[src/rtl/line_read_serializer.sv]
// line_read_serializer: captures a cache line and streams it out as wrap-ordered word beats
module line_read_serializer #(
  parameter int LINE_W = 256,
  parameter int WORD_W = 32,
  localparam int N_WORDS = LINE_W / WORD_W,
  localparam int IDX_W = $clog2(N_WORDS)
) (
  input  logic              clk,
  input  logic              rst_n,
  input  logic [LINE_W-1:0] line_in,
  input  logic              line_valid,
  output logic              line_ready,
  input  logic [IDX_W-1:0]  start_off,
  input  logic              single,
  input  logic              flush,
  output logic [WORD_W-1:0] word_out,
  output logic [IDX_W-1:0]  word_idx,
  output logic              word_valid,
  input  logic              word_ready,
  output logic              word_last,
  output logic              busy
);
  typedef enum logic {IDLE, SEND} state_t;
  state_t state_q, state_d;
  logic [N_WORDS-1:0][WORD_W-1:0] buf_q, buf_d;
  logic [IDX_W-1:0] off_q, off_d, cnt_q, cnt_d;
  logic single_q, single_d;
  // state register and captured burst context
  always_ff @(posedge clk or negedge rst_n) begin
    if (!rst_n) begin
      state_q  <= IDLE;
      buf_q    <= '0;
      off_q    <= '0;
      cnt_q    <= '0;
      single_q <= 1'b0;
    end else begin
      state_q  <= state_d;
      buf_q    <= buf_d;
      off_q    <= off_d;
      cnt_q    <= cnt_d;
      single_q <= single_d;
    end
  end
  // accept a line in IDLE, walk the beats in SEND; flush ends a burst regardless of handshake
  always_comb begin
    state_d    = state_q;
    buf_d      = buf_q;
    off_d      = off_q;
    cnt_d      = cnt_q;
    single_d   = single_q;
    line_ready = rst_n && state_q == IDLE && !flush;
    word_valid = state_q == SEND;
    busy       = word_valid;
    word_idx   = off_q + cnt_q;
    word_out   = buf_q[word_idx];
    word_last  = word_valid && (single_q || cnt_q == IDX_W'(N_WORDS - 1));
    if (line_valid && line_ready) begin
      buf_d    = line_in;
      off_d    = start_off;
      single_d = single;
      cnt_d    = '0;
      state_d  = SEND;
    end
    if (word_valid) begin
      if (flush) state_d = IDLE;
      else if (word_ready) begin
        cnt_d   = cnt_q + 1'b1;
        state_d = word_last ? IDLE : SEND;
      end
    end
  end
endmodule

[config.mk]
export PLATFORM = sky130hd
export DESIGN_NAME = line_read_serializer
export DESIGN_NICKNAME = d
export VERILOG_FILES = /design/src/rtl/line_read_serializer.sv
export SDC_FILE = /design/constraint.sdc
export NUM_CORES = 1
export LEC_CHECK = 0
export CAP_MARGIN = 10
export CORE_MARGIN = 2
export CORE_UTILIZATION = 50
export DETAILED_ROUTE_END_ITERATION = 10
export GPL_TIMING_DRIVEN = 1
export HOLD_SLACK_MARGIN = 0.1
export PLACE_DENSITY_LB_ADDON = 0.08
export SLEW_MARGIN = 20
export SYNTH_ARGS = -nofsm -noshare
export SYNTH_HDL_FRONTEND = slang
export SYNTH_SLANG_ARGS = --single-unit
[constraint.sdc]
create_clock -name clk -period 2.96 [get_ports clk]
set_input_delay 0.592 -clock clk [delete_from_list [all_inputs] [get_ports clk]]
set_output_delay 0.592 -clock clk [all_outputs]
set_load 0.01 [all_outputs]
# After elaboration in Yosys (flattened, before gate mapping)
# Index checks and enable logic that the tools add are counted.
[word_totals]
ff_bits = 264
in_bits = 265
out_inout_bits = 39
word_cells = 34
[op_classes]
n_addsub = 2
order_cmp = 1
eq_ne = 1
mux = 11
bitwise = 1
reduce_logical = 6
[ops]
columns = ["cell", "count"]
rows = [
  ["32-bit binary-select mux with 3-bit select", 1],
  ["32-bit two-way mux", 1],
  ["3-bit two-way mux", 4],
  ["1-bit two-way mux", 5],
  ["1-bit logical AND", 4],
  ["3-bit by 4-bit less-than comparator with 1-bit output (second input constant)", 1],
  ["3-bit by 1-bit adder with 3-bit output (second input constant)", 1],
  ["3-bit adder", 1],
  ["3-bit == test (second input constant)", 1],
  ["1-bit logical NOT", 1],
  ["1-bit logical OR", 1],
  ["1-bit NOT", 1],
]

# Logic depth before layout (Yosys ltp)
# Gate-level depths: netlist (run 1).
[depth]
word_depth = 8
ltp_mapped = 6

# Worst setup path before layout (run 1)
# No wires, ideal clock.
[synth_timing]
path_type = "reg-to-output"
from = "reg cnt_q[0]"
to = "out word_out[0]"
t_arrival_ns = 2.264
t_required_ns = 2.368
slack_ns = 0.104
stages_incl_launch_ff = 7
path_buffers = 2
path_cell_list = "dfrtp_1 > ha_1 > fa_1 > buf_2 > clkbuf_1 > mux4_2 > mux2_2"
[synth_between]
elab_chain_cells = 3
[synth_lines]
columns = ["item", "line_no", "rtl"]
rows = [
  ["start: declaration", "26", "logic [IDX_W-1:0] off_q, off_d, cnt_q, cnt_d;"],
  ["start signal: assignment", "40", "cnt_q <= cnt_d;"],
  ["3-bit adder", "54", "word_idx = off_q + cnt_q;"],
  ["net word_idx[1]", "17", "output logic [IDX_W-1:0] word_idx,"],
  ["32-bit binary-select mux with 3-bit select", "55", "word_out = buf_q[word_idx];"],
  ["32-bit two-way mux (implied by the code)", "55", ""],
  ["end: declaration", "16", "output logic [WORD_W-1:0] word_out,"],
]
# The timed path passes the listed nets, and every way through them passes these cells. The select of a mux whose other input is x is not followed.

# Worst setup path after layout (run 1)
[layout_timing]
from = "reg off_q[0]"
to = "out word_out[9]"
[layout_between]
elab_chain_cells = 3
[layout_lines]
columns = ["item", "line_no", "rtl"]
rows = [
  ["start: declaration", "26", ""],
  ["start signal: assignment", "33", "off_q <= '0;"],
  ["start signal: assignment", "39", "off_q <= off_d;"],
  ["3-bit adder", "54", ""],
  ["32-bit binary-select mux with 3-bit select", "55", ""],
  ["32-bit two-way mux (implied by the code)", "55", ""],
]
# Every way passes these cells. The select of a mux whose other input is x is not followed.

==> impl_metrics.sql, run 1 <==
INSERT INTO impl_metrics (metric_group, metric, value, unit) VALUES
('outcome', 'status', 'finished with violations', ''),
('outcome', 'violations', 'negative setup slack', ''),
('logic_synthesis', 'yosys.area_share.xor_xnor', '0.002077', ''),
('logic_synthesis', 'synthesized_area_fraction_occupied_by_ao_oa_aoi_and_oai_cells', '0.002285', ''),
('sta', 'max_freq', '0.2701', 'GHz'),
('cells_and_area', 'areaGrowthSynthToFinish', '39.83', '%'),
('min_path', 'holdPathEnd', 'buf_q[167]', ''),
('sta', 'final_hold_viol_count', '0', ''),
('global_route', 'first_global_vias', '10380', ''),
('route', 'detailedRoute.firstIterationViolations', '656', ''),
('clock_network', 'clock_sinks', '264', ''),
('floorplan', 'die_w', '159.2', 'um'),
('setup_path', 'critical_path_required', '2370', 'ps'),
('setup_path', 'critical_path.cell_chain', 'ha_4 -> fa_4 -> buf_4 -> clkbuf_16 -> mux4_1 -> mux2_2 -> clkdlybuf4s15_2', ''),
('logic_synthesis', 'main_combinational_cell_family_by_area_after_synthesis', 'simple AND/OR/NAND/NOR gates', ''),
('clock_network', 'htreeDepth', '1', ''),
('setup_path', 'worst_setup_path_start_kind', 'flop', ''),
('logic_synthesis', 'yosys-top-cells-area', 'sky130_fd_sc_hd__dfrtp_1 (55%), sky130_fd_sc_hd__nand2_1 (24%), sky130_fd_sc_hd__mux4_1 (8.7%), sky130_fd_sc_hd__mux4_2 (4.5%), sky130_fd_sc_hd__mux2_2 (3.0%)', ''),
('power_and_ir_drop', 'ir_worst_vdd', '460.5', 'uV'),
('logic_synthesis', 'total_of_flip_flops_plus_latches_after_synthesis', '264', ''),
('logic_synthesis', 'synth.area.mux_share', '0.1620', ''),
('global_route', 'grt_use_total', '0.2924', ''),
('clock_network', 'cts_tree', 'yes', ''),
('place', 'placed_cells', '1811', ''),
('place', 'place.detailed.hpwl', '26260', 'um'),
('setup_path', 'reg2reg_to', 'buf_q[89]', ''),
('floorplan', 'row_count', '56', ''),
('logic_synthesis', 'synthArstFlopShare', '1.000', ''),
('logic_synthesis', 'synth_enable_flop_cells', '0', ''),
('logic_synthesis', 'syn-cell-area', '0.01205', 'mm^2'),
('setup_path', 'worst-setup-path-type', 'flop to output pin', ''),
('logic_synthesis', 'synthAdderAreaFrac', '0.004777', ''),
('route', 'wire_per_inst', '19.63', 'um'),
('sta', 'setup_slack', '-742.3', 'ps'),
('clock_network', 'cts.clk_slew.worst_paths', '60', 'ps'),
('power_and_ir_drop', 'total_power', '0.01315', 'W'),
('global_route', 'global_route.overflow_total', '0', ''),
('global_route', 'grt_max_degree', '188', ''),
('logic_synthesis', 'synth-main-ff-cell', 'sky130_fd_sc_hd__dfrtp_1', ''),
('flow_run', 'drv.max_cap_violation_count', '0', ''),
('sta', 'worst_clock_skew_on_the_final_layout', '15.48', 'ps'),
('cells_and_area', 'finish.net_count', '1813', ''),
('route', 'route.detailed.vias_per_inst', '5.206', ''),
('setup_path', 'end_kind', 'output pin', ''),
('logic_synthesis', 'synthesis.instances', '1239', ''),
('power_and_ir_drop', 'total_leakage_power', '8.411', 'nW'),
('logic_synthesis', 'post-synth-top-count-cell', 'sky130_fd_sc_hd__nand2_1', ''),
('setup_path', 'arrival', '3110', 'ps'),
('global_route', 'grt_antenna_before_repair', '2', ''),
('place', 'post-place-ws', '-357.2', 'ps'),
('floorplan', 'core', '0.02354', 'mm^2'),
('floorplan', 'initial_standard_cell_utilization_of_the_core', '0.5118', ''),
('sta', 'finalSetupViolations', '33', ''),
('logic_synthesis', 'synth.top_cells.by_count', 'sky130_fd_sc_hd__nand2_1 (781), sky130_fd_sc_hd__dfrtp_1 (264), sky130_fd_sc_hd__mux4_1 (40)', ''),
('clock_network', 'cts_root_buffer', 'sky130_fd_sc_hd__clkbuf_16', ''),
('route', 'routed_wirelength', '37030', 'um'),
('setup_path', 'regToRegSetupSlack', '1090', 'ps'),
('power_and_ir_drop', 'p_per_area', '780.6', 'mW/mm^2'),
('cells_and_area', 'finish.cell_count_without_fillers', '1886', ''),
('setup_path', 'timing.reg2reg.worst_path_depth', '5', ''),
('route', 'pre_repair_dr_iteration_count', '8', ''),
('clock_network', 'clk-insertion-delay-late', '540', 'ps'),
('cells_and_area', 'final_area', '0.01685', 'mm^2'),
('sta', 'timing_worst_slew_pin_value', '1031', 'ps'),
('sta', 'max_slew_vio_count', '0', ''),
('route', 'drcViolationCount', '0', ''),
('logic_synthesis', 'post_synthesis_simple_gate_area_fraction', '0.2482', ''),
('sta', 'setup_repair_after_global_routing_missed_its_margin', 'yes', ''),
('floorplan', 'dieHeight', '159.2', 'um'),
('logic_synthesis', 'ys_warn_count', '0', ''),
('clock_network', 'clk_path_buf_depth', '3', '');
-- worst max-delay path by stage --
stage,from,to,cells past startpoint
3_3_place_gp,off_q[0],word_out[1],6
2_1_floorplan,cnt_q[0],word_out[0],6
6_report,off_q[0],word_out[9],7
3_5_place_dp,off_q[0],word_out[0],6
5_1_grt,off_q[0],word_out[9],7
4_1_cts,off_q[0],word_out[1],6
-- cells in the final DEF, fill, tap and decap left out, types with 2 or more instances in the layout --
cell / synthesis / routed
sky130_fd_sc_hd__nand2_1: 781 / 781
sky130_fd_sc_hd__clkdlybuf4s50_1: 0 / 268
sky130_fd_sc_hd__dfrtp_1: 264 / 264
sky130_fd_sc_hd__mux4_2: 24 / 39
sky130_fd_sc_hd__clkbuf_16: 0 / 29
sky130_fd_sc_hd__mux4_1: 40 / 25
sky130_fd_sc_hd__buf_6: 7 / 24
sky130_fd_sc_hd__buf_12: 0 / 21
sky130_fd_sc_hd__mux2_2: 32 / 18
sky130_fd_sc_hd__buf_4: 1 / 17
sky130_fd_sc_hd__mux2_4: 0 / 14
sky130_fd_sc_hd__clkbuf_8: 0 / 7
sky130_fd_sc_hd__clkbuf_2: 0 / 7
sky130_fd_sc_hd__clkinv_2: 0 / 5
sky130_fd_sc_hd__bufinv_16: 0 / 5
sky130_fd_sc_hd__buf_2: 30 / 5
sky130_fd_sc_hd__o21ai_0: 4 / 4
sky130_fd_sc_hd__clkbuf_1: 34 / 4
sky130_fd_sc_hd__nand3_1: 3 / 3
sky130_fd_sc_hd__buf_8: 0 / 3
sky130_fd_sc_hd__clkdlybuf4s15_2: 0 / 3
sky130_fd_sc_hd__diode_2: 0 / 2
sky130_fd_sc_hd__inv_1: 3 / 2
sky130_fd_sc_hd__nand3b_1: 2 / 2
sky130_fd_sc_hd__ha_1: 3 / 2
-- through the flow --
step	TNS [ps]	hold slack [ps]
2_1_floorplan	0	296.4
3_3_place_gp	-8945	384.5
3_5_place_dp	-9487	384.9
4_1_cts	-20810	468.6
5_1_grt	-22670	481.5
6_report	-21060	466.7
-- worst max-delay path: cells and delay by family, from the launching register on --
| family | cells | cell delay (ps) |
|---|---|---|
| DFF | 1 | 410 |
| adders and majority gates | 2 | 1040 |
| buffers and inverters | 3 | 560 |
| muxes | 2 | 540 |
-- cells by family (layout without fill, tap and decap cells) --
kind of cell | count (synthesis) | in the layout
other | 0 | 2
AOI/OAI and AO/OA | 5 | 5
DFF | 264 | 264
muxes | 96 | 96
xor gates and xnor gates | 2 | 2
buffers and inverters | 79 | 405
adders and majority gates | 4 | 4
and+or+nand+nor | 789 | 789
-- metal layers --
layer,track usage,part of all wire,vias to the layer above
li1,-,-,4571
met1,0.3297,0.36,4770
met2,0.5431,0.53,379
met3,0.06095,0.068,96
met4,0.1124,0.046,2
met5,0,0.00035,-
-- power breakdown --
part           internal, W  leakage, nW  switching [W]  total [W]
clock              0.00234        0.497        0.00144    0.00379
combinational      0.00268         4.61        0.00187    0.00455
sequential         0.00432         3.30       0.000491    0.00481
total              0.00935         8.41        0.00381     0.0132
-- area by class of cell --
class	count	area (um^2)
Fill cell	1842	6694
Sequential cell	264	6606
Multi-Input combinational cell	896	5130
Timing Repair Buffer	351	3684
Clock buffer	39	812.0
Tap cell	319	399.1
Clock inverter	12	198.9
Inverter	3	13.76
Antenna cell	2	5.005
-- state kept, by name, indices dropped and copies added, names as in the netlist --
| register | flops |
|---|---|
| buf_q | 256 |
| busy | 1 |
| cnt_q | 3 |
| off_q | 3 |
| single_q | 1 |
-- what timing repair did --
item	4_1_cts	5_1_grt
pin swaps	1	2
gates cloned	1	1
setup endpoints to repair	34	34
hold buffers	1	0
resized for setup	147	47
endpoints found under the hold margin	2	0
setup buffers	15	8
(Power assumes the default switching activity.)
==> run 2: changes to the inputs <==
--- a/config.mk
+++ b/config.mk
@@ -8,6 +8,7 @@
 export CAP_MARGIN = 10
 export CORE_MARGIN = 2
 export CORE_UTILIZATION = 50
+export CTS_CLUSTER_DIAMETER = 150
 export DETAILED_ROUTE_END_ITERATION = 10
 export GPL_TIMING_DRIVEN = 1
 export HOLD_SLACK_MARGIN = 0.1
==> results of run 2 <==
Final layout, timing and power as in run 1 (identical DEF).
